## config.mk

```make
export PLATFORM = sky130hd
export DESIGN_NAME = audio_sample_filter
export DESIGN_NICKNAME = d
export VERILOG_FILES = /design/src/rtl/audio_pkg.sv /design/src/rtl/audio_sample_filter_strobe_sync.sv /design/src/rtl/audio_sample_filter.sv
export SDC_FILE = /design/constraint.sdc
export NUM_CORES = 1
export LEC_CHECK = 0
export ABC_AREA = 1
export CORE_MARGIN = 2
export CORE_UTILIZATION = 50
export DETAILED_ROUTE_END_ITERATION = 10
export PLACE_DENSITY = 0.68
export SYNTH_ARGS = -nofsm -noshare
export SYNTH_HDL_FRONTEND = slang
export SYNTH_SLANG_ARGS = --single-unit
```

## constraint.sdc

```tcl
create_clock -name CLK50 -period 3.4 [get_ports CLK50]
set_input_delay 0.34 -clock CLK50 [delete_from_list [all_inputs] [get_ports CLK50]]
set_output_delay 0.34 -clock CLK50 [all_outputs]
set_load 0.05 [all_outputs]
```

## src/rtl/audio_pkg.sv

```systemverilog
// Shared types and defaults for the audio sample filter and its helpers.
package audio_pkg;

  typedef enum logic [1:0] {
    IDLE    = 2'd0,
    CAPTURE = 2'd1,
    UPDATE  = 2'd2,
    EMIT    = 2'd3
  } filt_state_t;

  localparam int ADC_N_DEF = 10;
  localparam int ADC_MID   = 512;
  localparam int OUT_W_DEF = 16;

endpackage

```

## src/rtl/audio_sample_filter_strobe_sync.sv

```systemverilog
// Three-flop synchroniser with rising-edge detect for a slow-domain strobe level.
module strobe_sync (
  input  logic clk_i,
  input  logic reset_i,
  input  logic level_i,
  output logic pulse_o
);

  logic [2:0] sync_q;
  logic [2:0] sync_d;

  assign sync_d = {sync_q[1:0], level_i};

  // Reset to ones so a level already high at reset release is not seen as an edge.
  always_ff @(posedge clk_i) begin
    if (reset_i) begin
      sync_q <= 3'b111;
    end else begin
      sync_q <= sync_d;
    end
  end

  assign pulse_o = sync_q[1] & ~sync_q[2];

endmodule

```

## src/rtl/audio_sample_filter.sv

```systemverilog
// Re-centres ADC samples to signed and smooths them with a power-of-two moving average.
module audio_sample_filter
  import audio_pkg::*;
#(
  parameter int ADC_N    = ADC_N_DEF,
  parameter int AVG_LOG2 = 3,
  parameter int OUT_W    = OUT_W_DEF
) (
  input  logic                    CLK50,
  input  logic                    reset,
  input  logic [ADC_N-1:0]        adc_in,
  input  logic                    adc_valid,
  input  logic                    bypass,
  output logic signed [OUT_W-1:0] sample_out,
  output logic                    sample_valid,
  output logic                    overrun
);

  localparam int DEPTH = 1 << AVG_LOG2;
  localparam int SUM_W = ADC_N + AVG_LOG2;
  localparam int PAD   = OUT_W - ADC_N;

  filt_state_t               state_q, state_d;
  logic signed [ADC_N-1:0]   x_q, x_d;
  logic signed [ADC_N-1:0]   old_q, old_d;
  logic signed [ADC_N-1:0]   buf_q [DEPTH];
  logic [AVG_LOG2-1:0]       wr_ptr_q, wr_ptr_d;
  logic [AVG_LOG2:0]         fill_q, fill_d;
  logic signed [SUM_W-1:0]   sum_q, sum_d;
  logic signed [OUT_W-1:0]   sample_out_q, sample_out_d;
  logic                      sample_valid_q, sample_valid_d;
  logic                      overrun_q, overrun_d;
  logic                      buf_we_s;
  logic                      accept_s;
  logic signed [ADC_N-1:0]   avg_s;

  strobe_sync u_sync (
    .clk_i   (CLK50),
    .reset_i (reset),
    .level_i (adc_valid),
    .pulse_o (accept_s)
  );

  // Dropping the low AVG_LOG2 bits is the arithmetic shift; the mean always fits ADC_N bits.
  assign avg_s = sum_q[SUM_W-1:AVG_LOG2];

  // Next-state and datapath control for the capture/update/emit sequence.
  always_comb begin
    state_d        = state_q;
    x_d            = x_q;
    old_d          = old_q;
    wr_ptr_d       = wr_ptr_q;
    fill_d         = fill_q;
    sum_d          = sum_q;
    sample_out_d   = sample_out_q;
    sample_valid_d = 1'b0;
    buf_we_s       = 1'b0;

    if (accept_s && (state_q != IDLE)) begin
      overrun_d = 1'b1;
    end else begin
      overrun_d = overrun_q;
    end

    case (state_q)
      IDLE: begin
        if (accept_s) begin
          // Flipping the MSB subtracts the mid-scale offset.
          x_d     = {~adc_in[ADC_N-1], adc_in[ADC_N-2:0]};
          old_d   = buf_q[wr_ptr_q];
          state_d = CAPTURE;
        end else begin
          state_d = IDLE;
        end
      end
      CAPTURE: state_d = UPDATE;
      UPDATE: begin
        sum_d    = sum_q + {{AVG_LOG2{x_q[ADC_N-1]}}, x_q}
                         - {{AVG_LOG2{old_q[ADC_N-1]}}, old_q};
        wr_ptr_d = wr_ptr_q + {{(AVG_LOG2-1){1'b0}}, 1'b1};
        if (fill_q[AVG_LOG2]) begin
          fill_d = fill_q;
        end else begin
          fill_d = fill_q + {{AVG_LOG2{1'b0}}, 1'b1};
        end
        buf_we_s = 1'b1;
        state_d  = EMIT;
      end
      EMIT: begin
        if (bypass) begin
          sample_out_d = {x_q, {PAD{1'b0}}};
        end else begin
          sample_out_d = {avg_s, {PAD{1'b0}}};
        end
        sample_valid_d = bypass | fill_q[AVG_LOG2];
        state_d        = IDLE;
      end
      default: state_d = IDLE;
    endcase
  end

  // State and datapath registers.
  always_ff @(posedge CLK50) begin
    if (reset) begin
      state_q        <= IDLE;
      x_q            <= '0;
      old_q          <= '0;
      wr_ptr_q       <= '0;
      fill_q         <= '0;
      sum_q          <= '0;
      sample_out_q   <= '0;
      sample_valid_q <= 1'b0;
      overrun_q      <= 1'b0;
    end else begin
      state_q        <= state_d;
      x_q            <= x_d;
      old_q          <= old_d;
      wr_ptr_q       <= wr_ptr_d;
      fill_q         <= fill_d;
      sum_q          <= sum_d;
      sample_out_q   <= sample_out_d;
      sample_valid_q <= sample_valid_d;
      overrun_q      <= overrun_d;
    end
  end

  // Ring buffer of the last DEPTH centred samples.
  always_ff @(posedge CLK50) begin
    if (reset) begin
      for (int i = 0; i < DEPTH; i++) begin
        buf_q[i] <= '0;
      end
    end else if (buf_we_s) begin
      buf_q[wr_ptr_q] <= x_q;
    end else begin
      buf_q[wr_ptr_q] <= buf_q[wr_ptr_q];
    end
  end

  assign sample_out   = sample_out_q;
  assign sample_valid = sample_valid_q;
  assign overrun      = overrun_q;

endmodule

```

==> impl_metrics.csv, run 1 <==
group,metric,value,unit
placement,hpwl,12.89,mm
placement,io_buffer_count,25,
die,num_io_pins,32,
clock_network,post_cts_buffers,0,
worst_setup_path,cp.required,3.72,ns
power_and_ir_drop,powerDensity,522.7,mW/mm2
die,rows,43,
detailed_routing,drc_errors,0,
final_layout,nNetsFinal,895,
worst_setup_path,start_kind,"register",
clock_network,cts_htree_levels,4,
synthesis,yosys_warnings,0,
worst_setup_path,cpPeakStageDelay,0.55,ns
worst_setup_path,crit_top_cell,"inv_1",
synthesis,ys_seq_elements,140,
die,core-area,0.01393,mm2
power_and_ir_drop,p_sw_share,26.19,%
timing,slew-limit-headroom,59.06,%
synthesis,synthDominantCellAreaShare,33.43,%
clock_network,cts_resized,0,
clock_network,cts_root_buf,"clkbuf_16",
clock_network,cts_hold_buf,0,
clock_network,clkLatencyLatePin,0.43,ns
synthesis,synthDistinctLibCells,36,
worst_setup_path,critPathKind,"register to register",
synthesis,synth-seq-area-share,50.14,%
worst_setup_path,path_cells,"inv_1 > fa_1 > inv_1 > ha_1 > nand2_1 > nor2_1 > nand3_1 > nand4_1 > nand3_1 > nand2_1 > inv_1",
grt,grt_overflow,0,
flow_run,cap_violations,0,
timing,hold_viol,0,
timing,worstMarginPinSlew,0.6134,ns
detailed_routing,routed_wl,18.69,mm
worst_setup_path,end_kind,"register",
timing,setup-violations-final,0,
outcome,outcome,"completed",
power_and_ir_drop,vdd_ir_drop_max,0.3795,mV
detailed_routing,drt_iter0_markers,551,
power_and_ir_drop,cellLeakagePower,3.308,nW
clock_network,path_clk_slew,0.06,ns
timing,finalClockSkew,0.009577,ns
final_layout,drive_above_1_share,8.806,%
die,initial_core_util,51.58,%
synthesis,synth_area_per_cell,8.597,um2
worst_setup_path,cp_slowest_cell,"fa_1",
clock_network,numClockSinks,140,
power_and_ir_drop,power_frac_seq,44.2,%
clock_network,clockBufferDepth,2,
timing,finalMaxSlewViolations,0,
synthesis,synth_top_area_cell,"edfxtp_1",
synthesis,synth_area_leaders,"edfxtp_1 (33%), dfxtp_1 (17%), a21oi_1 (8.0%)",
die,fp.dieH,123.9,um
power_and_ir_drop,power.total,0.004226,W
synthesis,syn-cell-area,0.007187,mm2
grt,grt_max_degree,47,
grt,grt_first_pass_wirelength,29.32,mm
grt,grt_pass1_vias,5769,
power_and_ir_drop,p_int,0.003119,W
power_and_ir_drop,clkPwrFrac,43.4,%
detailed_routing,avgViaCountPerCell,5.588,
worst_setup_path,path_max_fanout,5,
final_layout,final-seq-area,0.003603,mm2
timing,tns,0,ns
clock_network,cts_tree,"done",
final_layout,n_antenna_cell,0,
worst_setup_path,critPathArrivalTime,2.68,ns
die,dieArea,0.01535,mm2
timing,max_freq,0.4242,GHz
detailed_routing,wl_per_cell,17.92,um
timing,fin_crit_sh,69.33,%
final_layout,fillers,1257,
placement,place.gp.congestion,0.9712,
detailed_routing,ant_nets,0,
grt,grt_use_total,25.85,%
detailed_routing,vias,5828,
worst_hold_path,hp-class,"register to register",
power_and_ir_drop,power_frac_comb,12.4,%
grt,antenna_found_initial,0,
timing,period_needed,2.357,ns
detailed_routing,first_pass_iters,5,
timing,rsz0062_at_grt,"false",
power_and_ir_drop,switchingPower,0.001107,W
clock_network,cts_buffers,17,
final_layout,multi_input_area,0.002959,mm2
synthesis,syn_inst,836,
die,die-width,123.9,um
final_layout,area_growth,12.50,%
## state kept, by name, summed over array words and instances (netlist names), named ones only
signal / cells
buf_q: 80
sum_q: 13
old_q: 10
sample_out: 10
x_q: 10
fill_q: 4
u_sync.sync_q: 3
wr_ptr_q: 3
state_q: 2
overrun: 1
sample_valid: 1
## layer usage
| layer | vias to the layer above | GRT usage, % | part of all wire, % |
|---|---|---|---|
| met5 | - | 0 | 0 |
| met2 | 250 | 41.11 | 47 |
| met1 | 2734 | 33.98 | 42 |
| li1 | 2801 | - | - |
| met4 | 0 | 10.60 | 2.4 |
| met3 | 43 | 6.319 | 8.4 |
## stage by stage
stage | hold slack, ns | cells | setup slack, ns | util, % | instance area, um2
after floorplan | 0.3895 | 841 | 1.318 | - | 7206
final | 0.4146 | 1043 | 1.043 | 58.02 | 8085
after global placement | 0.3949 | 1011 | 0.9610 | 53.87 | 7506
after detailed placement | 0.4042 | 1011 | 0.9385 | 53.87 | 7506
after CTS | 0.4193 | 1043 | 1.086 | 58.02 | 8085
after global routing | 0.4414 | 1043 | 0.8858 | 58.02 | 8085
## final cells by class
class	count	share of cell area, %
sequential	140	44.57
clock inverter	11	1.470
timing repair buffer	34	3.931
clock buffer	21	5.695
tap	180	2.786
multi-input combinational	551	36.60
inverter	106	4.952
## power groups by stage
stage / sequential [W] / combinational, W / clock (W)
floorplan: 0.00189 / 0.000390 / 0
global placement: 0.00190 / 0.000501 / 0
detailed placement: 0.00190 / 0.000509 / 0
CTS: 0.00187 / 0.000512 / 0.00184
global route: 0.00187 / 0.000578 / 0.00192
finish: 0.00187 / 0.000523 / 0.00184
## final timing paths
check                      to        startpoint  slack (ns)  cells after the start
max                 sum_q[10]            x_q[9]        1.04                     11
min          u_sync.sync_q[1]  u_sync.sync_q[0]        0.41                      1
max reg2reg         sum_q[10]            x_q[9]        1.04                     11
min reg2reg  u_sync.sync_q[1]  u_sync.sync_q[0]        0.41                      1
## logic make-up (layout without fill, tap and decap cells)
logic type,count (synthesis),after routing,synth area share [%]
and+or+nand+nor,270,270,16.35
buffers and inverters,150,172,8.948
DFF,140,140,50.14
other,1,6,0.05218
xor gates and xnor gates,1,1,0.1219
AOI/OAI and AO/OA,243,243,17.74
adders and majority gates,31,31,6.650
## cell usage in the layout, fill, tap and decap left out, drive strengths merged, types with 2 or more instances in the layout
master / netlist / routed
fa: 12 / 12
inv: 105 / 106
nor3: 3 / 3
nand3: 17 / 17
a21oi: 123 / 123
dfxtp: 60 / 60
edfxtp: 80 / 80
ha: 19 / 19
clkinv: 1 / 8
clkdlybuf4s50: 0 / 25
or2: 2 / 2
o22ai: 5 / 5
a31oi: 11 / 11
buf: 24 / 9
conb: 1 / 6
nand2: 156 / 156
clkbuf: 20 / 21
o21ai: 102 / 102
nand4: 5 / 5
nor2: 85 / 85
bufinv: 0 / 2
## critical path: cells and delay by family (launching register included)
| kind | cells | cell delay (ns) |
|---|---|---|
| buffers and inverters | 3 | 0.22 |
| adder cells (fa/ha/maj) | 2 | 0.88 |
| flip-flops | 1 | 0.37 |
| AND/OR/NAND/NOR | 6 | 0.77 |
## cell usage after synthesis (all sizes together)
library cell and count:
clkbuf 20, clkinv 1, o21a 1, a21oi 123, ha 19, o211ai 1
nor3 3, nand4 5, nand2 156, or2 2, o21ai 102, nor2 85
conb 1, o22ai 5, nand3b 1, inv 105, nand3 17, fa 12
a31oi 11, edfxtp 80, buf 24, dfxtp 60, xor2 1, and2 1
(Power assumes the default switching activity.)
==> run 2: changes to the inputs <==
Clock period 3.4 ns to 2.4 ns, I/O delays scaled along.
==> run 2 against run 1 <==
Sequential share of layout area fell by 0.62 points. Die area did not move. Worst setup slack got worse by 0.91 ns. First-iteration DRC count fell by 18%. Non-clock buffer count rose by 14. Routed wire length fell by 4.4%. Clock skew fell by 0.0049 ns. Clock power rose by 28%. Global-route usage fell by 1.1 points. Critical endpoint unchanged.
==> impl_metrics.csv, run 2 (synthesis results as in run 1) <==
group,metric,value,unit
final_layout,nNetsFinal,909,
grt,grt_pass1_vias,5603,
die,core-area,0.01393,mm2
worst_setup_path,r2r-start,"x_q[9]",
power_and_ir_drop,clkPwrFrac,40.7,%
detailed_routing,drt_iter0_markers,453,
timing,rsz0062_at_grt,"false",
final_layout,final_cell_mix,"nand2_1 (135), a21oi_1 (115), inv_1 (102), nor2_1 (83), edfxtp_1 (80)",
timing,finalMaxSlewViolations,0,
timing,worstMarginPinSlew,0.6390,ns
power_and_ir_drop,switchingPower,0.001581,W
power_and_ir_drop,vdd_ir_drop_max,0.4930,mV
power_and_ir_drop,p_int,0.004178,W
detailed_routing,avgViaCountPerCell,5.457,
detailed_routing,routed_wl,17.88,mm
final_layout,reg.largest.list,"buf_q (80), sum_q (13)",
final_layout,n_antenna_cell,0,
worst_setup_path,startpoint,"x_q[9]",
detailed_routing,wl_per_cell,16.91,um
placement,io_buffer_count,25,
timing,fin_ws,0.1289,ns
timing,finalClockSkew,0.004665,ns
die,dieArea,0.01535,mm2
timing,slew-limit-headroom,57.35,%
worst_setup_path,path_max_fanout,5,
worst_setup_path,crit_path_end,"sum_q[10]",
detailed_routing,ant_nets,0,
clock_network,cts_buffers,17,
grt,grt_max_degree,41,
placement,hpwl,12.61,mm
final_layout,fillers,1231,
final_layout,drive_above_1_share,11.06,%
flow_run,cap_violations,0,
power_and_ir_drop,cellLeakagePower,3.343,nW
die,num_io_pins,32,
grt,antenna_found_initial,0,
clock_network,cts_htree_levels,4,
die,rows,43,
worst_hold_path,hp-start,"adc_valid",
clock_network,clockBufferDepth,2,
timing,max_freq,0.4403,GHz
worst_hold_path,hp-class,"input port to register",
worst_setup_path,rrSetupSlack,0.13,ns
final_layout,area_growth,14.14,%
power_and_ir_drop,powerDensity,702.1,mW/mm2
worst_setup_path,r2r_end,"sum_q[10]",
worst_setup_path,cp.required,2.73,ns
final_layout,largest_reg_flops,80,
die,initial_core_util,51.58,%
die,die-width,123.9,um
grt,grt_use_total,24.76,%
grt,grt_first_pass_wirelength,28.55,mm
clock_network,path_clk_slew,0.06,ns
power_and_ir_drop,p_sw_share,27.46,%
clock_network,numClockSinks,140,
clock_network,cts_root_buf,"clkbuf_16",
timing,hold_viol,0,
power_and_ir_drop,power_frac_seq,45.9,%
clock_network,clkLatencyLatePin,0.42,ns
timing,period_needed,2.271,ns
die,fp.dieH,123.9,um
detailed_routing,drc_errors,0,
placement,dp_slack,0.1019,ns
placement,place.gp.congestion,0.9025,
worst_setup_path,r2r_cells,11,
grt,grt_overflow,0,
detailed_routing,vias,5768,
timing,setup-violations-final,0,
detailed_routing,first_pass_iters,5,
final_layout,final_common_cell,"nand2_1",
final_layout,largest-register,"buf_q",
outcome,outcome,"completed",
worst_setup_path,end_kind,"register",
clock_network,cts_tree,"done",
worst_setup_path,critPathKind,"register to register",
clock_network,cts_hold_buf,0,
power_and_ir_drop,power_frac_comb,13.3,%
worst_setup_path,start_kind,"register",
timing,tns,0,ns
worst_setup_path,critPathArrivalTime,2.60,ns
timing,fin_crit_sh,94.63,%
## run 2: cell count changes in the layout (fill, tap and decap cells not counted), moves of 2 or more
cell / change
nand3_1: -2
clkbuf_1: -2
nand3_2: +2
clkinv_1: +3
ha_4: +4
clkinv_2: -2
clkinvlp_4: +2
bufinv_16: -2
inv_6: +3
ha_1: -4
clkbuf_8: -2
buf_4: +14
## run 2: power groups by stage
stage	clock, W	sequential [W]	combinational [W]
after floorplan	0	0.00268	0.000552
after global placement	0	0.00269	0.000709
after detailed placement	0	0.00270	0.000718
after CTS	0.00237	0.00265	0.000723
after global routing	0.00247	0.00265	0.000860
final	0.00235	0.00265	0.000767
## run 2: cell type report
class	instances	area, um2	share of cell area (%)
Clock inverter	15	97.59	1.190
Timing Repair Buffer	48	422.9	5.156
Multi-Input combinational cell	551	3027	36.90
Clock buffer	17	425.4	5.186
Inverter	106	400.4	4.881
Sequential cell	140	3605	43.94
Tap cell	180	225.2	2.746
## run 2: what timing repair did
item                       CTS  global route
hold endpoints to repair     0             0
setup buffers                0             1
gates resized for setup      0             9
setup endpoints to repair    0             6
## run 2: routing by layer
layer,track usage [%],vias to the layer above,routed length (um)
met5,0,-,0
met4,8.778,0,282
met3,4.899,28,859
met2,39.49,151,8500
met1,33.78,2755,8233
li1,-,2834,-
## run 2: worst min path at each step
stage                             endpoint  slack (ns)  cells past startpoint
after floorplan                     x_q[9]        0.33                      1
after global placement    u_sync.sync_q[1]        0.40                      1
after detailed placement  u_sync.sync_q[1]        0.40                      1
after CTS                 u_sync.sync_q[0]        0.37                      2
after global routing                x_q[9]        0.39                      2
final                     u_sync.sync_q[0]        0.38                      2
## run 2: through the flow
step	cells	cell area, um2	total power (W)	utilization [%]	hold slack, ns
3_5_place_dp	1024	7604	0.003414	54.57	0.3996
3_3_place_gp	1024	7604	0.003401	54.57	0.3969
6_report	1057	8203	0.005759	58.87	0.3768
5_1_grt	1057	8203	0.005984	58.87	0.3876
2_1_floorplan	841	7206	0.003236	-	0.3300
4_1_cts	1056	8127	0.005734	58.32	0.3689
## run 2: worst max-delay path, cell delays in order (launching register included)
cell and delay [ns]:
dfxtp_2 0.36, inv_2 0.08, fa_1 0.53, inv_1 0.04, ha_1 0.35, nand2_1 0.12, nor2_1 0.19, nand3_1 0.17
nand4_1 0.14, nand3_1 0.09, nand2_1 0.06, inv_1 0.03
==> run 3: changes to the inputs <==
Clock period 2.4 ns to 2.5 ns, I/O delays scaled along.
==> run 3 against run 2 <==
Via count up 0.12%. First-iteration DRC count up 15%. Maximum frequency down 3.4%. Combinational power down 8.2%. Count of clock-buffer cells in the layout up 7. Utilization up 0.45 points. Sequential cell count unchanged.
==> impl_metrics.csv, run 3 (synthesis results as in run 1) <==
group,metric,value,unit
worst_setup_path,cp.required,2.82,ns
timing,fin_ws,0.1497,ns
final_layout,reg.largest.list,"buf_q (80), sum_q (13)",
clock_network,clkLatencyLatePin,0.43,ns
clock_network,cts_htree_levels,4,
timing,fin_crit_sh,94.01,%
clock_network,numClockSinks,140,
detailed_routing,wl_per_cell,16.99,um
worst_setup_path,end_kind,"register",
worst_setup_path,critPathArrivalTime,2.67,ns
clock_network,cts_tree,"done",
detailed_routing,first_pass_iters,7,
die,num_io_pins,32,
placement,io_buffer_count,25,
clock_network,cts_buffers,17,
worst_setup_path,path_max_fanout,6,
timing,max_freq,0.4255,GHz
detailed_routing,avgViaCountPerCell,5.453,
timing,rsz0062_at_grt,"false",
die,fp.dieH,123.9,um
timing,finalMaxSlewViolations,0,
die,core-area,0.01393,mm2
grt,grt_pass1_vias,5654,
final_layout,largest-register,"buf_q",
final_layout,final_common_cell,"nand2_1",
detailed_routing,routed_wl,17.99,mm
grt,antenna_found_initial,0,
die,rows,43,
grt,grt_use_total,25.13,%
worst_hold_path,hp-class,"input port to register",
grt,grt_first_pass_wirelength,28.79,mm
power_and_ir_drop,powerDensity,711.6,mW/mm2
outcome,outcome,"completed",
timing,setup-violations-final,0,
timing,period_needed,2.350,ns
detailed_routing,drt_iter0_markers,521,
die,die-width,123.9,um
grt,grt_max_degree,41,
detailed_routing,ant_nets,0,
final_layout,area_growth,15.01,%
worst_setup_path,start_kind,"register",
final_layout,n_antenna_cell,0,
clock_network,cts_resized,0,
placement,dp_slack,0.2144,ns
die,initial_core_util,51.58,%
final_layout,final_cell_mix,"nand2_1 (135), a21oi_1 (115), inv_1 (103), nor2_1 (83), edfxtp_1 (80)",
clock_network,cts_root_buf,"clkbuf_16",
power_and_ir_drop,vdd_ir_drop_max,0.5172,mV
final_layout,largest_reg_flops,80,
clock_network,cts_hold_buf,0,
detailed_routing,drc_errors,0,
placement,place.gp.congestion,0.8744,
placement,hpwl,12.75,mm
flow_run,cap_violations,0,
timing,tns,0,ns
die,dieArea,0.01535,mm2
final_layout,drive_above_1_share,10.69,%
final_layout,nNetsFinal,911,
power_and_ir_drop,cellLeakagePower,3.413,nW
clock_network,path_clk_slew,0.06,ns
clock_network,clockBufferDepth,2,
grt,grt_overflow,0,
clock_network,post_cts_buffers,0,
timing,slew-limit-headroom,57.01,%
timing,hold_viol,0,
worst_setup_path,critPathKind,"register to register",
timing,finalClockSkew,0.01032,ns
detailed_routing,vias,5775,
timing,worstMarginPinSlew,0.6429,ns
-- run 3: cell count changes in the layout (fill, tap and decap cells not counted), moves of 2 or more --
cell	change
ha_1	+4
clkbuf_16	+5
nand3_1	+2
clkbuf_8	+2
clkinv_2	-2
buf_4	+2
ha_4	-4
clkinv_1	-3
clkinv_4	+3
nand3_2	-2
clkinvlp_4	-3
inv_6	-3
inv_4	+2
-- run 3: routing by layer --
metal / vias up / wire length, um / part of all wire [%] / global-route usage (%)
met5: - / 0 / 0 / 0
met4: 0 / 278 / 1.5 / 7.444
met3: 29 / 986 / 5.5 / 5.678
met2: 172 / 8675 / 48 / 41.11
met1: 2736 / 8054 / 45 / 33.57
li1: 2838 / - / - / -
-- run 3: worst paths after layout --
path / from / to / slack, ns / depth (start not counted)
min: adc_valid / u_sync.sync_q[0] / 0.39 / 2
min reg2reg: u_sync.sync_q[0] / u_sync.sync_q[1] / 0.42 / 1
max: x_q[2] / sum_q[5] / 0.15 / 9
max reg2reg: x_q[2] / sum_q[5] / 0.15 / 9
-- run 3: report_power, final --
| group | switching, W | internal, W |
|---|---|---|
| Sequential | 0.0000324 | 0.00251 |
| Combinational | 0.000476 | 0.000228 |
| Clock | 0.00101 | 0.00163 |
| Total | 0.00152 | 0.00436 |
-- run 3: area by class of cell --
| class | instances | area (um2) |
|---|---|---|
| fill | 1230 | 5669 |
| sequential | 140 | 3603 |
| multi-input combinational | 551 | 2959 |
| clock buffer | 24 | 578.1 |
| timing repair buffer | 50 | 437.9 |
| inverter | 106 | 400.4 |
| tap | 180 | 225.2 |
| clock inverter | 8 | 61.31 |
-- run 3: worst max-delay path, cell delays in order, from the launching register on --
cell,delay [ns]
dfxtp_1,0.39
inv_1,0.10
fa_1,0.54
inv_1,0.04
ha_1,0.36
nand2_1,0.11
nand3_1,0.22
a21oi_1,0.22
xor2_1,0.17
a21oi_1,0.08
-- run 3: metrics by stage --
step / area [um2] / std cells / util, % / total power (W) / hold slack [ns]
6_report: 8265 / 1059 / 59.32 / 0.005881 / 0.3921
5_1_grt: 8265 / 1059 / 59.32 / 0.006106 / 0.4050
4_1_cts: 8265 / 1059 / 59.32 / 0.005899 / 0.3840
3_5_place_dp: 7626 / 1027 / 54.73 / 0.003283 / 0.4136
3_3_place_gp: 7626 / 1027 / 54.73 / 0.003274 / 0.3981
2_1_floorplan: 7206 / 841 / - / 0.003107 / 0.3400
